==> config.mk <==
export PLATFORM = sky130hd
export DESIGN_NAME = rst_seq_ctrl
export DESIGN_NICKNAME = d
export VERILOG_FILES = /design/src/rtl/rst_seq_ctrl.sv
export SDC_FILE = /design/constraint.sdc
export NUM_CORES = 1
export LEC_CHECK = 0
export ABC_AREA = 1
export BUFFER_PORTS_ARGS = -buffer_cell sky130_fd_sc_hd__buf_2
export CELL_PAD_IN_SITES_DETAIL_PLACEMENT = 1
export CELL_PAD_IN_SITES_GLOBAL_PLACEMENT = 2
export CORE_MARGIN = 5
export CORE_UTILIZATION = 28
export DETAILED_ROUTE_END_ITERATION = 8
export PLACE_DENSITY = 0.7
export RECOVER_POWER = 100
export SKIP_LAST_GASP = 1
export SLEW_MARGIN = 40
export SYNTH_ARGS = -nofsm -noshare
export SYNTH_HDL_FRONTEND = slang
export SYNTH_SLANG_ARGS = --single-unit
==> constraint.sdc <==
create_clock -name clk -period 1.4 [get_ports clk]
set_input_delay 0.14 -clock clk [delete_from_list [all_inputs] [get_ports clk]]
set_output_delay 0.14 -clock clk [all_outputs]
set_load 0.03 [all_outputs]
==> src/rtl/rst_seq_ctrl.sv <==
// rst_seq_ctrl
//
// Reset sequencer and CPU clock-enable controller. After reset is removed,
// every downstream channel stays in reset for HOLD_CYCLES edges. The channels
// are then released one at a time, channel 0 first, with STAGGER edges
// between releases. Once the last channel is released, the block enters RUN
// and drives a registered CPU clock enable (ce). The enable has three modes:
// run (divided by div+1), single-step and halt. A soft-reset request replays
// the whole sequence and sets a sticky flag that only rst clears.
//
// Ports
//   clk            : single clock, rising edge
//   rst            : synchronous active-high reset
//   soft_rst_req   : level-sensitive request to replay the reset sequence
//   mode [1:0]     : 00 run, 01 step, 1x halt (only used in RUN)
//   step_req       : step request, sampled each edge in step mode
//   div [DIV_W-1:0]: in run mode, ce fires every div+1 edges
//   rst_out        : per-channel active-high reset
//   ce             : registered CPU clock enable
//   seq_done       : all channels released
//   state [1:0]    : 00 HOLD, 01 RELEASE, 10 RUN (also the FSM debug view)
//   soft_rst_seen  : sticky, set by a soft reset, cleared by rst
module rst_seq_ctrl #(
  parameter int NUM_CH      = 4,
  parameter int HOLD_CYCLES = 16,
  parameter int STAGGER     = 4,
  parameter int DIV_W       = 8
) (
  input  logic              clk,
  input  logic              rst,
  input  logic              soft_rst_req,
  input  logic [1:0]        mode,
  input  logic              step_req,
  input  logic [DIV_W-1:0]  div,
  output logic [NUM_CH-1:0] rst_out,
  output logic              ce,
  output logic              seq_done,
  output logic [1:0]        state,
  output logic              soft_rst_seen
);

  localparam int HOLD_W = $clog2(HOLD_CYCLES + 1);
  localparam int STAG_W = $clog2(STAGGER + 1);
  localparam int CH_W   = (NUM_CH > 1) ? $clog2(NUM_CH) : 1;

  localparam logic [1:0] ST_HOLD    = 2'b00;
  localparam logic [1:0] ST_RELEASE = 2'b01;
  localparam logic [1:0] ST_RUN     = 2'b10;

  logic [1:0]        state_q, state_d;
  logic [NUM_CH-1:0] rst_out_q, rst_out_d;
  logic              ce_q, ce_d;
  logic              seq_done_q, seq_done_d;
  logic              soft_seen_q, soft_seen_d;
  logic [HOLD_W-1:0] hold_cnt_q, hold_cnt_d;
  logic [STAG_W-1:0] stag_cnt_q, stag_cnt_d;
  logic [CH_W-1:0]   ch_idx_q, ch_idx_d;
  logic [DIV_W-1:0]  cnt_q, cnt_d;

  // ch_idx_q holds the most recently released channel.
  logic [CH_W-1:0] ch_next;
  logic            ch_next_last;

  assign ch_next      = ch_idx_q + CH_W'(1);
  assign ch_next_last = (32'(ch_next) == NUM_CH - 1);

  always_comb begin
    state_d     = state_q;
    rst_out_d   = rst_out_q;
    ce_d        = 1'b0;
    seq_done_d  = seq_done_q;
    soft_seen_d = soft_seen_q;
    hold_cnt_d  = hold_cnt_q;
    stag_cnt_d  = stag_cnt_q;
    ch_idx_d    = ch_idx_q;
    cnt_d       = cnt_q;

    case (state_q)
      ST_HOLD: begin
        // The edge on which the count would reach HOLD_CYCLES releases channel 0.
        if (hold_cnt_q == HOLD_W'(HOLD_CYCLES - 1)) begin
          rst_out_d[0] = 1'b0;
          hold_cnt_d   = '0;
          stag_cnt_d   = '0;
          ch_idx_d     = '0;
          if (NUM_CH == 1) begin
            seq_done_d = 1'b1;
            cnt_d      = '0;
            state_d    = ST_RUN;
          end else begin
            state_d = ST_RELEASE;
          end
        end else begin
          hold_cnt_d = hold_cnt_q + HOLD_W'(1);
        end
      end

      ST_RELEASE: begin
        if (stag_cnt_q == STAG_W'(STAGGER - 1)) begin
          stag_cnt_d         = '0;
          ch_idx_d           = ch_next;
          rst_out_d[ch_next] = 1'b0;
          if (ch_next_last) begin
            seq_done_d = 1'b1;
            cnt_d      = '0;
            state_d    = ST_RUN;
          end
        end else begin
          stag_cnt_d = stag_cnt_q + STAG_W'(1);
        end
      end

      ST_RUN: begin
        case (mode)
          2'b00: begin
            // Compare against the live div so a reprogram acts immediately.
            if (cnt_q >= div) begin
              ce_d  = 1'b1;
              cnt_d = '0;
            end else begin
              cnt_d = cnt_q + DIV_W'(1);
            end
          end
          2'b01: begin
            ce_d  = step_req;
            cnt_d = '0;
          end
          default: begin
            cnt_d = '0;
          end
        endcase
      end

      default: begin
        state_d = ST_HOLD;
      end
    endcase

    // Soft reset replays everything; rst (in the flop block) overrides it.
    if (soft_rst_req) begin
      state_d     = ST_HOLD;
      rst_out_d   = '1;
      ce_d        = 1'b0;
      seq_done_d  = 1'b0;
      soft_seen_d = 1'b1;
      hold_cnt_d  = '0;
      stag_cnt_d  = '0;
      ch_idx_d    = '0;
      cnt_d       = '0;
    end
  end

  always_ff @(posedge clk) begin
    if (rst) begin
      state_q     <= ST_HOLD;
      rst_out_q   <= '1;
      ce_q        <= 1'b0;
      seq_done_q  <= 1'b0;
      soft_seen_q <= 1'b0;
      hold_cnt_q  <= '0;
      stag_cnt_q  <= '0;
      ch_idx_q    <= '0;
      cnt_q       <= '0;
    end else begin
      state_q     <= state_d;
      rst_out_q   <= rst_out_d;
      ce_q        <= ce_d;
      seq_done_q  <= seq_done_d;
      soft_seen_q <= soft_seen_d;
      hold_cnt_q  <= hold_cnt_d;
      stag_cnt_q  <= stag_cnt_d;
      ch_idx_q    <= ch_idx_d;
      cnt_q       <= cnt_d;
    end
  end

  assign rst_out       = rst_out_q;
  assign ce            = ce_q;
  assign seq_done      = seq_done_q;
  assign state         = state_q;
  assign soft_rst_seen = soft_seen_q;

endmodule
==> run_results.csv, run 1 <==
group,metric,value,unit
critical_path,worst-path-buf-inv,1,
critical_path,cp_num_cells,11,
timing,fin_skew,2.29,ps
outcome,run_status,"complete, no violations",
critical_path,worst_r2r_startpoint,"cnt_q[0]",
clocking,cts-root-to-sink-buffers,2,
global_route,via_count_of_the_first_global_routing_pass,1407,
yosys,syn-num-nets,225,
critical_path,r2r_slack,50,ps
clocking,cts_max_level,1,
route,dr.pass1.iters,4,
clocking,root_buffer,"clkbuf_8",
critical_path,reg2regPathDepth,11,
floorplan,num_io_pins,23,
timing,slew_viol_final,0,
yosys,synth_cell_type_count,27,
critical_path,cp_cell_sequence,"inv_2 -> ha_4 -> nand2_2 -> nand3b_1 -> nand2_1 -> nand2_2 -> nand2_2 -> nand3_2 -> nand2_2 -> nand2_4 -> nor2_1",
yosys,synth_async_sr_flop_share,0,%
floorplan,floorplan.core_area,0.00511,mm^2
global_route,first_pass_grt_wire_length,6.26,mm
place,gp_routability_congestion,0.713,
timing,worst_slack,47.0,ps
place,placed_cells_incl_taps,308,
cells_and_area,final_design_area_no_fill,0.00203,mm^2
route,dr.first_iter.drc_count,37,
route,viasPerCell,4.30,
timing,max_slew_margin,74.9,%
clocking,clkSinkCount,27,
critical_path,timing.critical_path.from_type,"register",
route,vias,1350,
global_route,grt_antenna_before_repair,0,
cells_and_area,final_util,39.7,%
timing,period_needed,1350,ps
critical_path,setup.worst_path.start,"cnt_q[0]",
yosys,synth_seq_area_share,36.8,%
critical_path,crit_arrival,1530,ps
place,port_buffers,22,
critical_path,timing.critical_path.max_delay_family,"simple AND/OR/NAND/NOR gates",
route,wl_per_cell,11.7,um
yosys,post_synth_inst_count,196,
clocking,clock_tree_from_tritoncts,"built",
critical_path,path_class,"register to register",
job,drv.max_cap_violation_count,0,
yosys,synthTopCellsByCount,"nand2_1, inv_1, dfxtp_1",
critical_path,worst_r2r_endpoint,"cnt_q[0]",
yosys,synth_top_area_share,36.8,%
clocking,clock_pin_slew_reported_for_the_worst_setup_and_hold_paths_after_clock_tree_synthesis,100,ps
critical_path,worst_path_largest_cell_delay,350,ps
pwr,power.density_cell_area,663,mW/mm^2
yosys,synth-edff-count,0,
pwr,largest_voltage_drop_on_the_vdd_net,0.000489,V
yosys,yosysWarnings,0,
yosys,synth_top_cells_by_area,"dfxtp_1, ha_1, nand2_1",
critical_path,worstPathRequired,1580,ps
cells_and_area,final_layout_size_suffix_gt1_share,33.6,%
clocking,insertion_delay,270,ps
timing,max_slew.worst_pin.slew,378,ps
route,drt-total-wl,3.68,mm
cells_and_area,insertedDiodeCount,0,
floorplan,cell_row_count,26,
global_route,gr_usage_total,11.8,%
clocking,cts_hold_buffers_added,0,
floorplan,die_width,82.4,um
critical_path,cp_max_fo,6,
cells_and_area,layout-area-overhead-vs-synth,37.9,%
yosys,post_synth_instance_area,0.00147,mm^2
min_path,tightest_hold_check_type,"primary input to register",
place,placement.cell_area,0.00182,mm^2
yosys,yosys_register_bits,27,
global_route,pin_count_of_the_biggest_net_entering_global_routing,15,
timing,hold_viol_final,0,
global_route,global_route.overflow_total,0,
timing,clock.fmax,739,MHz
cells_and_area,final_nets,274,
place,dp_worst_setup_slack,-138,ps
yosys,synth-main-ff-cell,"dfxtp_1",
floorplan,die-area,0.00679,mm^2
cells_and_area,final-instance-count-excl-fill,314,
floorplan,die_height,82.4,um
yosys,post-synth-top-area-cell,"dfxtp_1",
yosys,post-synth-top-count-cell,"nand2_1",
critical_path,cp_common_cell,"nand2_2",
route,ant_nets,0,
yosys,postSynthAreaPerCell,7.49,um^2
place,hpwlAfterDp,2.87,mm
clocking,tritoncts.num_buffers,3,
critical_path,worstSetupEndpointType,"register",
critical_path,timing.critical_path.to,"cnt_q[0]",
pwr,design_power,1340,uW
critical_path,slowest_cp_cell,"dfxtp_2",
timing,fin_crit_sh,96.6,%
pwr,cellLeakagePower,0.000920,uW
timing,setup_violations,0,
timing,rsz_0062_raised_after_global_routing,"true",
route,dr_drc_count,0,
floorplan,initial_core_util,28.8,%
-- layer usage --
| layer | GRT usage [%] | vias up | share of wire (%) |
|---|---|---|---|
| met2 | 19.2 | 23 | 48 |
| met3 | 3.36 | 2 | 5.5 |
| met1 | 15.8 | 617 | 46 |
| li1 | - | 708 | - |
| met4 | 1.50 | 0 | 0.35 |
| met5 | 0 | - | 0 |
-- report_power, final --
group | internal (uW) | total (uW) | switching (uW)
combinational | 43.0 | 99.4 | 56.4
clock | 204 | 466 | 262
sequential | 773 | 777 | 4.10
-- cell families (layout without fill, tap and decap cells) --
group / after synthesis / after routing / synth area share, %
AOI/OAI and AO/OA: 21 / 21 / 7.92
xor gates and xnor gates: 6 / 6 / 3.58
and+or+nand+nor: 92 / 92 / 30.0
buffers and inverters: 35 / 83 / 8.94
DFF: 27 / 27 / 36.8
adders and majority gates: 15 / 15 / 12.8
-- sequential cells by signal (all words and copies together) (netlist names) --
signal and cells:
cnt_q 8, stag_cnt_q 3, seq_done 1, soft_rst_seen 1, rst_out 4, state 2
ce 1, ch_idx_q 2, hold_cnt_q 5
-- worst min-delay path by stage --
stage	start	end	slack (ps)	cells after the start
2_1_floorplan	rst	soft_rst_seen	210	1
3_3_place_gp	rst	soft_rst_seen	310	2
3_5_place_dp	rst	soft_rst_seen	320	2
4_1_cts	rst	soft_rst_seen	20	2
5_1_grt	rst	soft_rst_seen	20	2
6_report	rst	soft_rst_seen	20	2
-- repair_timing --
| item | in CTS | in global routing |
|---|---|---|
| hold endpoints to repair | 0 | 0 |
| setup endpoints to repair | 9 | 16 |
| setup buffers | 1 | 1 |
| pin swaps | 8 | 6 |
| gates resized for setup | 16 | 22 |
-- cell usage in the layout, fill, tap and decap left out, drive strengths merged --
master | Yosys | routed
dfxtp | 27 | 27
or2 | 2 | 2
nand2 | 52 | 52
buf | 0 | 34
a21oi | 13 | 13
nor2 | 22 | 22
clkbuf | 1 | 15
a2111oi | 1 | 1
nand4 | 3 | 3
nand3 | 8 | 8
o21ai | 4 | 4
o21a | 1 | 1
clkinv | 1 | 1
nand3b | 1 | 1
xor2 | 6 | 6
inv | 33 | 33
a211oi | 2 | 2
ha | 15 | 15
nor3 | 4 | 4
-- metrics by stage --
step	hold slack (ps)	setup TNS, ps
finish	16.8	0
floorplan	212	0
CTS	16.6	-10.4
global placement	313	-389
global route	16.8	-518
detailed placement	318	-792
-- layout make-up --
type                       instances  area, um^2
fill                             658        3080
timing repair buffer              45         268
inverter                          34         128
clock buffer                       4        45.0
multi-input combinational        134         951
sequential                        27         547
tap                               70        87.6
Power figures use the tool's default switching activity.
==> inputs of run 2 (changes only) <==
--- a/config.mk
+++ b/config.mk
@@ -5,12 +5,11 @@
 export SDC_FILE = /design/constraint.sdc
 export NUM_CORES = 1
 export LEC_CHECK = 0
-export ABC_AREA = 1
 export BUFFER_PORTS_ARGS = -buffer_cell sky130_fd_sc_hd__buf_2
 export CELL_PAD_IN_SITES_DETAIL_PLACEMENT = 1
 export CELL_PAD_IN_SITES_GLOBAL_PLACEMENT = 2
 export CORE_MARGIN = 5
-export CORE_UTILIZATION = 28
+export CORE_UTILIZATION = 29
 export DETAILED_ROUTE_END_ITERATION = 8
 export PLACE_DENSITY = 0.7
 export RECOVER_POWER = 100
==> constraint.sdc (replaced) <==
create_clock -name clk -period 1.4 [get_ports clk]
set_input_delay 0.28 -clock clk [delete_from_list [all_inputs] [get_ports clk]]
set_output_delay 0.28 -clock clk [all_outputs]
set_load 0.03 [all_outputs]
==> run 2 against run 1 <==
The flow now finishes with violations (negative setup slack). Flip-flop and latch count is the same. Worst setup slack lost 390 ps. Cell area grew 1.4%. Register-to-register slack lost 390 ps. Worst hold slack gained 160 ps. Wire length grew 11%. Total power grew 0.12%. Sequential power is essentially flat. Sequential share of layout area shrank 0.18 points. Final cell count shrank 5.7%. Clock skew grew 2.1 ps. Critical endpoint is now cnt_q[2]. Largest cell class unchanged.
==> run_results.csv, run 2 <==
group,metric,value,unit
pwr,power.density_cell_area,655,mW/mm^2
critical_path,worst_r2r_startpoint,"cnt_q[2]",
timing,slew_viol_final,0,
timing,max_slew_margin,72.9,%
timing,worst_slack,-338,ps
cells_and_area,final_design_area_no_fill,0.00205,mm^2
critical_path,r2r_slack,-340,ps
critical_path,cp_cell_sequence,"ha_4 -> or4_4 -> a21oi_4 -> o31a_4 -> nand3b_1 -> a31oi_1",
pwr,switching_share,24.5,%
timing,fin_skew,4.35,ps
pwr,design_power,1340,uW
cells_and_area,final_layout_size_suffix_gt1_share,36.2,%
pwr,p_seq_share,57.6,%
cells_and_area,layout-area-overhead-vs-synth,40.7,%
yosys,synth-edff-count,0,
pwr,p_clk_share,35.2,%
floorplan,floorplan.core_area,0.00482,mm^2
pwr,netSwitchingPower,329,uW
clocking,root_buffer,"clkbuf_8",
job,drv.max_cap_violation_count,0,
pwr,largest_voltage_drop_on_the_vdd_net,0.000356,V
global_route,first_pass_grt_wire_length,6.96,mm
place,placement.cell_area,0.00187,mm^2
yosys,post_synth_inst_count,176,
timing,max_slew.worst_pin.slew,407,ps
floorplan,die-area,0.00655,mm^2
critical_path,worst_r2r_endpoint,"cnt_q[2]",
yosys,synth_seq_area_share,37.0,%
yosys,synth_cell_type_count,37,
clocking,clock_tree_from_tritoncts,"built",
critical_path,path_class,"register to register",
min_path,start_point_of_the_worst_min_delay_path,"rst",
timing,rsz_0062_raised_after_global_routing,"true",
pwr,cellLeakagePower,0.000855,uW
timing,hold_viol_final,0,
route,ant_nets,0,
clocking,cts_max_level,1,
cells_and_area,final_nets,259,
place,gp_routability_congestion,0.749,
outcome,run_status,"complete, but fails checks",
timing,whs,177,ps
min_path,hold_path_end,"soft_rst_seen",
min_path,tightest_hold_check_type,"primary input to register",
yosys,syn-num-nets,205,
route,drt-total-wl,4.09,mm
outcome,failed_checks,"negative setup slack",
critical_path,cp_max_fo,7,
critical_path,crit_arrival,1940,ps
clocking,tritoncts.num_buffers,3,
yosys,postSynthAreaPerCell,8.29,um^2
yosys,post-synth-top-area-cell,"dfxtp_1",
route,dr_drc_count,0,
critical_path,reg2regPathDepth,6,
critical_path,timing.critical_path.from_type,"register",
floorplan,num_io_pins,23,
floorplan,die_height,80.9,um
route,viasPerCell,4.83,
pwr,power.combinational.fraction,7.2,%
critical_path,worstPathRequired,1610,ps
cells_and_area,largest_register,"cnt_q",
cells_and_area,insertedDiodeCount,0,
route,dr.first_iter.drc_count,34,
timing,fin_crit_sh,124,%
critical_path,slowest_cp_cell,"or4_4",
floorplan,die_width,80.9,um
global_route,global_route.overflow_total,0,
yosys,post-synth-top-count-cell,"nand2_1",
global_route,grt_antenna_before_repair,0,
min_path,hold-path-cell-count,2,
cells_and_area,seq_cell_area,551,um^2
yosys,synth_async_sr_flop_share,0,%
cells_and_area,final-instance-count-excl-fill,296,
yosys,synth_top_cells_by_area,"dfxtp_1, ha_1, nand2_1",
yosys,synth-main-ff-cell,"dfxtp_1",
place,hpwlAfterDp,3.03,mm
timing,setup_violations,11,
timing,clock.fmax,575,MHz
route,vias,1430,
global_route,pin_count_of_the_biggest_net_entering_global_routing,20,
critical_path,worst_path_largest_cell_delay,530,ps
floorplan,initial_core_util,30.3,%
cells_and_area,num-fill-cells,596,
yosys,yosysWarnings,0,
timing,period_needed,1740,ps
place,port_buffers,22,
place,placed_cells_incl_taps,289,
floorplan,cell_row_count,25,
cells_and_area,largest_register_ffs,8,
yosys,synth_top_area_share,37.0,%
clocking,clkSinkCount,27,
pwr,intPower,1020,uW
cells_and_area,most_frequent_cells_in_the_layout,"nand2_1, buf_4, dfxtp_1",
clocking,insertion_delay,280,ps
route,dr.pass1.iters,4,
global_route,via_count_of_the_first_global_routing_pass,1521,
global_route,gr_usage_total,13.7,%
yosys,yosys_register_bits,27,
cells_and_area,multiInputGateArea,963,um^2
cells_and_area,final_util,42.6,%
yosys,synthTopCellsByCount,"nand2_1, dfxtp_1, nor2_1",
critical_path,worstSetupEndpointType,"register",
route,wl_per_cell,13.8,um
clocking,clock_pin_slew_reported_for_the_worst_setup_and_hold_paths_after_clock_tree_synthesis,100,ps
clocking,cts_hold_buffers_added,0,
yosys,post_synth_instance_area,0.00146,mm^2
clocking,cts-root-to-sink-buffers,2,
-- run 2: changes by cell type after synthesis, sizes merged, moves of 3 or more --
cell / previous run / this run
nor3: 4 / 7
nor2: 22 / 18
a31oi: 0 / 6
xor2: 6 / 2
nand2b: 0 / 3
buf: 0 / 4
nor2b: 0 / 3
inv: 33 / 11
nand2: 52 / 29
-- run 2: cells by family after synthesis --
| kind of cell | share of synthesized area, % |
|---|---|
| xor+xnor | 1.20 |
| buf+inv | 5.66 |
| flops | 37.0 |
| mux | 1.37 |
| compound gates | 14.8 |
| simple gates | 27.1 |
| fa+ha+maj | 12.9 |
-- run 2: critical path: cells and delay by family (launching register included) --
kind                     cells  cell delay [ps]
adder cells (fa/ha/maj)      1              150
AND/OR/NAND/NOR              2              620
AO/OA/AOI/OAI                3              540
flip-flops                   1              350
-- run 2: worst max-delay path by stage --
stage	start	end	slack (ps)	cells after the start
floorplan	cnt_q[2]	cnt_q[3]	-270	7
global placement	div[2]	cnt_q[2]	-360	8
detailed placement	div[1]	cnt_q[2]	-430	8
CTS	cnt_q[2]	cnt_q[2]	-330	6
global route	cnt_q[2]	cnt_q[2]	-400	6
finish	cnt_q[2]	cnt_q[2]	-340	6
-- run 2: layer usage --
metal	vias up	global-route usage (%)	wire, um	part of all wire (%)
li1	717	-	-	-
met1	696	15.9	1830	45
met2	12	25.6	2130	52
met3	5	2.22	86	2.1
met4	0	3.55	43	1.1
met5	-	0	0	0
-- run 2: cell type report --
type	instances	share of cell area [%]
multi-input combinational	132	46.9
sequential	27	26.8
timing repair buffer	55	17.8
tap	67	4.08
clock buffer	3	2.01
inverter	11	2.01
clock inverter	1	0.366
-- run 2: metrics by stage --
step	worst slack (ps)	setup TNS [ps]
floorplan	-267	-2630
global placement	-363	-3130
detailed placement	-429	-3840
CTS	-331	-3050
global route	-397	-3770
finish	-338	-2560
-- run 2: power groups by stage --
stage	combinational, uW	clock (uW)	sequential, uW
4_1_cts	95.2	494	777
3_3_place_gp	84.8	0	792
3_5_place_dp	90.9	0	793
5_1_grt	109	527	776
2_1_floorplan	43.3	0	797
6_report	96.2	474	775
-- run 2: what timing repair did --
| item | CTS | global route |
|---|---|---|
| gates resized for setup | 20 | 13 |
| gates cloned | 1 | 0 |
| setup buffers | 2 | 2 |
| setup endpoints to repair | 18 | 20 |
| pin swaps | 12 | 13 |
==> inputs of run 3 (changes only) <==
--- a/config.mk
+++ b/config.mk
@@ -10,6 +10,7 @@
 export CELL_PAD_IN_SITES_GLOBAL_PLACEMENT = 2
 export CORE_MARGIN = 5
 export CORE_UTILIZATION = 29
+export CTS_BUF_LIST = sky130_fd_sc_hd__clkbuf_16
 export DETAILED_ROUTE_END_ITERATION = 8
 export PLACE_DENSITY = 0.7
 export RECOVER_POWER = 100
==> run 3 against run 2 <==
The flow still finishes with violations (negative setup slack). Clock-buffer cell count is the same. Wire length rose by 2.1%. Global-route usage about the same. Critical endpoint unchanged. Register-to-register slack is essentially flat. Die area unchanged. Clock power grew 43%. Worst hold slack improved by 24 ps. First-iteration DRC count decreased by 5.9%. Flip-flop and latch count unchanged. Maximum frequency up 0.73%. Cell area increased by 2.1%.
==> run_results.csv, run 3 (synthesized netlist as in run 2, its figures left out) <==
group,metric,value,unit
job,drv.max_cap_violation_count,0,
cells_and_area,largest_register_ffs,8,
cells_and_area,final_layout_size_suffix_gt1_share,36.8,%
min_path,hold_path_end,"soft_rst_seen",
floorplan,die-area,0.00655,mm^2
route,wl_per_cell,14.0,um
timing,fin_crit_sh,123,%
clocking,clkSinkCount,27,
route,ant_nets,0,
clocking,cts_max_level,1,
critical_path,worstSetupEndpointType,"register",
clocking,cts-root-to-sink-buffers,2,
critical_path,worstPathRequired,1580,ps
timing,fin_skew,7.55,ps
timing,max_slew.worst_pin.slew,402,ps
critical_path,reg2regPathDepth,6,
cells_and_area,layout-area-overhead-vs-synth,43.7,%
critical_path,r2r_slack,-330,ps
cells_and_area,final-instance-count-excl-fill,298,
min_path,hold-path-cell-count,2,
route,dr_drc_count,0,
place,placed_cells_incl_taps,289,
timing,rsz_0062_raised_after_global_routing,"true",
clocking,clock_tree_from_tritoncts,"built",
critical_path,worst_r2r_endpoint,"cnt_q[2]",
place,dp_worst_setup_slack,-429,ps
critical_path,crit_arrival,1910,ps
clocking,root_buffer,"clkbuf_16",
floorplan,die_height,80.9,um
route,viasPerCell,4.82,
floorplan,initial_core_util,30.3,%
timing,worst_slack,-326,ps
floorplan,die_width,80.9,um
global_route,grt_antenna_before_repair,0,
route,drt-total-wl,4.18,mm
route,dr.pass1.iters,4,
cells_and_area,layout_commonest_cell,"buf_4",
clocking,tritoncts.num_buffers,3,
timing,setup_violations,13,
timing,max_slew_margin,73.2,%
floorplan,cell_row_count,25,
timing,clock.fmax,579,MHz
critical_path,worst_r2r_startpoint,"cnt_q[2]",
place,gp_routability_congestion,0.749,
pwr,power.density_cell_area,739,mW/mm^2
cells_and_area,final_nets,261,
timing,slew_viol_final,0,
global_route,pin_count_of_the_biggest_net_entering_global_routing,20,
outcome,run_status,"complete, but fails checks",
min_path,tightest_hold_check_type,"primary input to register",
floorplan,num_io_pins,23,
place,port_buffers,22,
global_route,first_pass_grt_wire_length,6.96,mm
floorplan,floorplan.core_area,0.00482,mm^2
pwr,largest_voltage_drop_on_the_vdd_net,0.000394,V
critical_path,path_class,"register to register",
pwr,cellLeakagePower,0.000875,uW
global_route,via_count_of_the_first_global_routing_pass,1533,
timing,period_needed,1730,ps
global_route,gr_usage_total,13.6,%
route,vias,1436,
outcome,failed_checks,"negative setup slack",
pwr,design_power,1550,uW
min_path,start_point_of_the_worst_min_delay_path,"rst",
place,hpwlAfterDp,3.03,mm
route,dr.first_iter.drc_count,32,
global_route,global_route.overflow_total,0,
clocking,clock_pin_slew_reported_for_the_worst_setup_and_hold_paths_after_clock_tree_synthesis,70,ps
critical_path,cp_max_fo,7,
timing,hold_viol_final,0,
cells_and_area,insertedDiodeCount,0,
cells_and_area,most_frequent_cells_in_the_layout,"buf_4, nand2_1, dfxtp_1",
critical_path,timing.critical_path.from_type,"register",
clocking,insertion_delay,270,ps
cells_and_area,largest_register,"cnt_q",
-- run 3: cell count changes in the layout (fill, tap and decap cells not counted), sizes merged --
cell  delta
buf      +2
-- run 3: what timing repair did --
action / 4_1_cts / 5_1_grt
hold buffers: 0 / 0
resized for setup: 20 / 12
setup endpoints to repair: 18 / 19
gates cloned: 1 / 0
buffers inserted: 3 / 2
pin swaps: 11 / 13
-- run 3: worst max-delay path, cell delays in order (launching register included) --
cell and delay [ps]:
dfxtp_2 340, ha_4 150, or4_4 530, a21oi_4 180, o31a_4 200, nand3b_1 90, a31oi_1 160
-- run 3: worst max-delay path by stage --
stage,from,to,depth (start not counted),slack [ps]
floorplan,cnt_q[2],cnt_q[3],7,-270
global placement,div[2],cnt_q[2],8,-360
detailed placement,div[1],cnt_q[2],8,-430
CTS,cnt_q[2],cnt_q[2],6,-320
global route,cnt_q[2],cnt_q[2],6,-390
finish,cnt_q[2],cnt_q[2],6,-330
-- run 3: report_power, final --
part / switching, uW / internal [uW] / leakage, uW
Combinational: 54.0 / 42.2 / 0.000617
Sequential: 4.01 / 772 / 0.000221
Clock: 289 / 389 / 0.0000371
Total: 347 / 1200 / 0.000875
-- run 3: cell type report --
type                    count  area [um^2]
well taps                  67         83.8
repair buffers             57          380
multi-input cells         132          961
inverters                  11         41.3
clock inverters             1         7.51
flip-flops and latches     27          548
clock buffers               3         75.1
fillers                   595         2720
-- run 3: per-layer routing --
metal / share of wire (%) / vias up / wire length (um) / GRT usage [%]
met2: 53 / 19 / 2200 / 25.7
met1: 44 / 695 / 1850 / 15.7
li1: - / 718 / - / -
met4: 0.69 / 0 / 29 / 3.72
met5: 0 / - / 0 / 0
met3: 2.3 / 4 / 96 / 2.33
-- run 3: through the flow --
stage               area, um^2  TNS (ps)  hold slack [ps]  utilization [%]
floorplan                 1490     -2630              352                -
global placement          1870     -3130              430             38.8
detailed placement        1870     -3840              435             38.8
CTS                       2060     -2890              195             42.8
global route              2100     -3720              212             43.5
finish                    2100     -2520              201             43.5
